==> config.mk <==
export PLATFORM = sky130hd
export DESIGN_NAME = imem_loader
export DESIGN_NICKNAME = d
export VERILOG_FILES = /design/src/rtl/imem_loader.sv
export SDC_FILE = /design/constraint.sdc
export NUM_CORES = 2
export LEC_CHECK = 0
export ABC_AREA = 1
export CORE_ASPECT_RATIO = 0.8
export CORE_MARGIN = 1
export CORE_UTILIZATION = 40
export DETAILED_ROUTE_END_ITERATION = 8
export HOLD_SLACK_MARGIN = 0.06
export SLEW_MARGIN = 30
export SYNTH_ARGS = -nofsm -noshare
export SYNTH_HDL_FRONTEND = slang
export SYNTH_SLANG_ARGS = --single-unit
==> constraint.sdc <==
create_clock -name clock -period 13.36 [get_ports clock]
set_clock_uncertainty 0.2 [all_clocks]
set_input_delay 3.34 -clock clock [delete_from_list [all_inputs] [get_ports clock]]
set_output_delay 3.34 -clock clock [all_outputs]
set_load 0.005 [all_outputs]
==> src/rtl/imem_loader.sv <==
// Instruction-memory front end for the Mips32 core: packs a little-endian byte stream into
// 32-bit words, then serves instructions and releases the core from reset after a hold period.
module imem_loader #(
    parameter int unsigned ADDR_SIZE  = 6,
    parameter int unsigned RESET_HOLD = 4,
    parameter logic [31:0] HALT_WORD  = 32'h0000000D
) (
    input  logic                 clock,
    input  logic                 reset,
    input  logic                 in_valid,
    output logic                 in_ready,
    input  logic [7:0]           in_data,
    input  logic                 in_last,
    input  logic [31:0]          raddr,
    output logic [31:0]          instr,
    output logic                 core_reset,
    output logic                 load_done,
    output logic                 error,
    output logic [ADDR_SIZE:0]   word_count
);

    localparam int unsigned Depth = 2 ** ADDR_SIZE;
    localparam int unsigned HoldW = $clog2(RESET_HOLD) + 1;
    localparam logic [ADDR_SIZE:0] Full     = (ADDR_SIZE + 1)'(Depth);
    localparam logic [HoldW-1:0]   HoldLast = HoldW'(RESET_HOLD - 1);

    typedef enum logic [1:0] {StLoad, StHold, StRun, StError} state_e;

    state_e               state_q, state_d;
    logic [1:0]           byte_idx_q, byte_idx_d;
    logic [23:0]          asm_q, asm_d;
    logic [ADDR_SIZE:0]   word_count_q, word_count_d;
    logic [HoldW-1:0]     hold_q, hold_d;
    logic                 in_ready_q, in_ready_d;
    logic                 core_reset_q, core_reset_d;
    logic                 load_done_q, load_done_d;
    logic                 error_q, error_d;
    logic                 mem_we;
    logic [31:0]          mem_wdata;
    logic [31:0]          mem [Depth];

    always_comb begin
        state_d      = state_q;
        byte_idx_d   = byte_idx_q;
        asm_d        = asm_q;
        word_count_d = word_count_q;
        hold_d       = hold_q;
        mem_we       = 1'b0;
        mem_wdata    = {in_data, asm_q};

        unique case (state_q)
            StLoad: begin
                if (in_valid && in_ready_q) begin
                    // A full store discards the byte instead of wrapping onto word 0.
                    if (word_count_q == Full) begin
                        state_d = StError;
                    end else begin
                        unique case (byte_idx_q)
                            2'd0: asm_d[7:0]   = in_data;
                            2'd1: asm_d[15:8]  = in_data;
                            2'd2: asm_d[23:16] = in_data;
                            2'd3: begin
                                mem_we       = 1'b1;
                                word_count_d = word_count_q + (ADDR_SIZE + 1)'(1);
                            end
                        endcase
                        byte_idx_d = byte_idx_q + 2'd1;
                        hold_d     = '0;
                        if (in_last) begin
                            state_d = (byte_idx_q == 2'd3) ? StHold : StError;
                        end
                    end
                end
            end
            StHold: begin
                if (hold_q == HoldLast) begin
                    state_d = StRun;
                end else begin
                    hold_d = hold_q + HoldW'(1);
                end
            end
            StRun:   state_d = StRun;
            StError: state_d = StError;
        endcase

        if (reset) begin
            state_d      = StLoad;
            byte_idx_d   = 2'd0;
            word_count_d = '0;
            hold_d       = '0;
            mem_we       = 1'b0;
        end

        // Outputs are registered from the next state so they never depend on in_valid.
        in_ready_d   = (state_d == StLoad);
        core_reset_d = (state_d != StRun);
        load_done_d  = (state_d == StHold) || (state_d == StRun);
        error_d      = (state_d == StError);
    end

    always_ff @(posedge clock) begin
        state_q      <= state_d;
        byte_idx_q   <= byte_idx_d;
        asm_q        <= asm_d;
        word_count_q <= word_count_d;
        hold_q       <= hold_d;
        in_ready_q   <= in_ready_d;
        core_reset_q <= core_reset_d;
        load_done_q  <= load_done_d;
        error_q      <= error_d;
    end

    // Storage is never cleared; the word_count compare masks stale contents.
    always_ff @(posedge clock) begin
        if (mem_we) begin
            mem[word_count_q[ADDR_SIZE-1:0]] <= mem_wdata;
        end
    end

    always_comb begin
        instr = HALT_WORD;
        if (((state_q == StRun) || (state_q == StHold)) && (raddr < 32'(word_count_q))) begin
            instr = mem[raddr[ADDR_SIZE-1:0]];
        end
    end

    assign in_ready   = in_ready_q;
    assign core_reset = core_reset_q;
    assign load_done  = load_done_q;
    assign error      = error_q;
    assign word_count = word_count_q;

endmodule

Yosys cells after proc, flatten, opt, wreduce, memory -nomap -nowiden
Memory sizes are Yosys's and may differ from the RTL's.
Cells that the tools add are included.
{"block": "totals", "ff_bits": 42, "mem_count": 1, "in_bits": 44, "ramBits": 2048, "elab_cells": 65}
{"name": "mem", "words": 64, "width": 32, "rd": 1, "rd_clocked_by_memory_dff": 0, "write_ports": 1, "line_no": "40", "source": "logic [31:0] mem [Depth];"}
{"block": "op_classes", "n_reduce_logical": 14, "addsub": 3, "n_bitwise": 1, "muxes": 19, "magnitude_cmp": 1, "n_eq_ne": 15}
{"operator": "32-bit by 7-bit < comparator with 1-bit output", "count": 1}
{"operator": "32-bit two-way mux", "count": 1}
{"operator": "4-bit AND reduction", "count": 5}
{"operator": "2-bit == test, second input constant", "count": 6}
{"operator": "2-bit two-way mux", "count": 6}
{"operator": "3-bit two-way mux", "count": 3}
{"operator": "2-bit != test, second input constant", "count": 4}
{"operator": "2-bit one-hot mux with 4 select lines", "count": 1}
{"operator": "7-bit by 1-bit adder with 7-bit output, second input constant", "count": 1}
{"operator": "7-bit == test, second input constant", "count": 1}
{"operator": "1-bit two-way mux", "count": 7}
{"operator": "2-bit by 1-bit == test with 1-bit output, second input constant", "count": 3}
{"operator": "2-bit logical NOT", "count": 3}
{"operator": "3-bit one-hot mux with 2 select lines", "count": 1}
{"operator": "3-bit by 1-bit adder with 3-bit output, second input constant", "count": 1}
{"operator": "3-bit by 2-bit == test with 1-bit output, second input constant", "count": 1}
{"operator": "3-bit AND reduction", "count": 1}
{"operator": "2-bit by 1-bit adder with 2-bit output, second input constant", "count": 1}
{"operator": "1-bit logical AND", "count": 2}
{"operator": "1-bit logical OR", "count": 2}
{"operator": "2-bit nonzero test", "count": 1}
{"operator": "1-bit inverter", "count": 1}

Logic depth before layout (Yosys ltp)
{"block": "logic_depth", "word_depth": 9, "ltp_mapped": 15}

Least setup slack after synthesis
No wires, ideal clock.
{"block": "synth_path", "kind": "input to output", "startpoint": "in raddr[5]", "endpoint": "out instr[25]", "cell_stages": 8, "t_arrival_ns": 4.504, "n_path_buf": 1, "path_slack_ns": 5.316, "cell_sequence": "ha_1 a21o_1 a21oi_1 nand4_1 nor2_2 buf_4 nand2_1 nor2_1"}
{"block": "synth_via", "elab_chain_len": 3, "word_cells_on_any_way": 4, "classes_between": "1 x order compare; 1 x mux; 1 x reduce/logical; 1 x memory"}
{"item": "start, declared", "line_no": "14", "source": "input logic [31:0] raddr,"}
{"item": "32-bit by 7-bit < comparator with 1-bit output", "line_no": "122", "source": "if (((state_q == StRun) || (state_q == StHold)) && (raddr < 32'(word_count_q))) begin"}
{"item": "1-bit logical AND", "line_no": "122"}
{"item": "32-bit two-way mux *", "line_no": "122"}
{"item": "end, declared", "line_no": "15", "source": "output logic [31:0] instr,"}
Every way passes the cells marked *; elsewhere a longest branch is shown, timed or not.

Worst setup path after layout
{"block": "layout_path", "startpoint": "in raddr[0]", "endpoint": "out instr[19]"}
Same word-level chain as after synthesis.

==> impl_metrics.json <==
{
  "post-place-cells": 10494,
  "hold_violations": 0,
  "synth_area_um2": 88300,
  "grt_max_degree": 160,
  "port_buffers": 86,
  "outcome": "finished, final reports clean",
  "worstPathArrival_ps": 7400,
  "cts.sinks": 2090,
  "insertion_delay_ps": 840,
  "fmax_ghz": 0.0914,
  "gr-usage-all-layers_pct": 23.1,
  "pwr_density_cell_nw_per_um2": 138,
  "detail_route.first_pass.iterations": 7,
  "postSynthAreaPerCell_um2": 11.3,
  "crit_required_ps": 9820,
  "nNetsFinal": 7888,
  "yosys.area.top_type": "edfxtp_1",
  "grt_remaining_overflow": 0,
  "path_class": "in2out",
  "rows": 153,
  "htreeDepth": 4,
  "clk_pin_slew_ps": 70,
  "layout_common_cells": "2,072 x edfxtp_1, 1,962 x nand2_1, 1,724 x nand3_1",
  "yosysUniqueCellTypes": 36,
  "tns_ps": 0,
  "cts_resized": 0,
  "period_minus_slack_ps": 10940,
  "synth-seq-cells": 2090,
  "finalCritPeriodShare_pct": 81.9,
  "endpoint_kind": "primary output",
  "wl_per_cell_um": 24.0,
  "syn_inst": 7824,
  "fp.dieW_um": 527,
  "cts_root_buffer": "clkbuf_16",
  "dieArea_um2": 223000,
  "post_cts_buffers": 0,
  "setup_viol_count_final": 0,
  "dp_hpwl_um": 132000,
  "drtAntennaViolNets": 0,
  "path_max_fanout": 139,
  "grt_pass1_vias": 54892,
  "tightest_slew_ps": 1040,
  "area_delta_synth_final_pct": 11.2,
  "maxCapViolations": 0,
  "grt_first_pass_wirelength_um": 377000,
  "max-vdd-ir-drop_v": 0.000141,
  "vias": 58505,
  "routed_wl_um": 261000,
  "drive_gt1_share_pct": 8.67,
  "synth_top_cell_area_share_pct": 70.5,
  "rsz0062_at_grt": "false",
  "hold_buffers": 0,
  "finalMaxSlewViolations": 0,
  "p_leak_nw": 37.2,
  "yosysSeqAreaShare_pct": 70.9,
  "post-route-util_pct": 45.0,
  "place_congestion": 0.814,
  "yosysWarnings": 0,
  "numCtsBuffers": 193,
  "cts_tree": "done",
  "viasPerCell": 5.40,
  "slew_headroom_pct": 30.2,
  "min_path_type": "reg2reg",
  "initial_utilization_pct": 40.5,
  "synth_nets": 7889,
  "cp-start-kind": "primary input",
  "drt_iter0_drc": 8674,
  "core_area_um2": 218000,
  "cts_buffer_depth": 3,
  "antenna_found_initial": 11,
  "die_height_um": 422,
  "synth_area_leaders": "edfxtp_1 70%, nand3_1 9.8%, nand2_1 8.4%, inv_1 4.2%, or2_2 1.3%",
  "ioPinCount": 87,
  "final_cells": 10842,
  "drc": 0,
  "final_common_cell": "edfxtp_1"
}
==> cell families (layout without fill, tap and decap cells) <==
family          Yosys count  count (layout)  share of synthesized area, %
simple gates           4053            4053                          20.4
flops                  2090            2090                          70.9
compound gates          209             209                          1.52
fa+ha+maj                21              21                         0.298
buf+inv                1451            1600                          6.92
other cells               0               2                             0
==> metal layers <==
layer  track usage [%]  vias to the layer above  share of wire [%]
met3              4.53                      333                 11
met1              34.8                    28645                 44
met4              5.74                        2                2.2
li1                  -                    26457                  -
met5                 0                        -             0.0050
met2              34.0                     3068                 43
==> path summary, 6_finish.rpt <==
check / start / cells after the start / endpoint / slack [ps]
worst min-delay path: hold_q[2] / 2 / hold_q[2] / 280
worst max register to register: word_count[0] / 11 / mem[55][13] / 9120
worst min register to register: hold_q[2] / 2 / hold_q[2] / 280
worst max-delay path: raddr[0] / 14 / instr[19] / 2420
==> final cells by class <==
type                            instances  area (µm²)
Fill cell                           19793      120000
Antenna cell                            2        5.00
Clock inverter                         92         688
Sequential cell                      2090       62600
Timing Repair Buffer                  253        2310
Clock buffer                          253        5120
Tap cell                             2867        3590
Inverter                             1002        3790
Multi-Input combinational cell       4283       20100
==> state kept, by name, summed over array words and instances, names as in the netlist <==
signal	flops
core_reset	1
asm_q	24
state_q	2
in_ready	1
word_count	7
mem	2048
load_done	1
error	1
byte_idx_q	2
hold_q	3
==> power by group <==
group          internal [mW]  switching [mW]  leakage, nW
registers               7.31          0.0277         18.8
clock network           2.83            2.43         2.84
logic                  0.227           0.746         15.6
==> stage by stage <==
stage	cell area, µm²	setup slack [ps]	total power [mW]	hold slack (ps)
6_report	98100	2420	13.6	284
5_1_grt	98100	2350	14.0	317
4_1_cts	98100	2470	13.6	298
3_5_place_dp	92300	2480	8.43	286
3_3_place_gp	92200	2310	8.41	259
2_1_floorplan	88300	5320	8.03	243
==> worst max-delay path: stages <==
cell,delay (ps)
buf_8,240
inv_8,810
buf_4,710
nand2_1,110
nand3_1,100
nand3_1,80
nand3_1,100
nand2_1,80
nand2_1,220
nand2_1,160
nand2_1,150
nand2_1,130
nor2_1,350
clkdlybuf4s50_1,670
==> synth_stat cells, drive strengths merged <==
cell type	n
clkinv	3
buf	336
a21o	1
o31ai	2
inv	999
a31oi	1
ha	21
o211ai	110
a21oi	62
nand3	1725
nor4	2
dfxtp	18
nor3	3
a211oi	2
nand2	1965
edfxtp	2072
clkbuf	113
nor2	131
nor3b	2
or2	222
nand4	3
o21ai	30
a21boi	1
(Power assumes the default switching activity.)
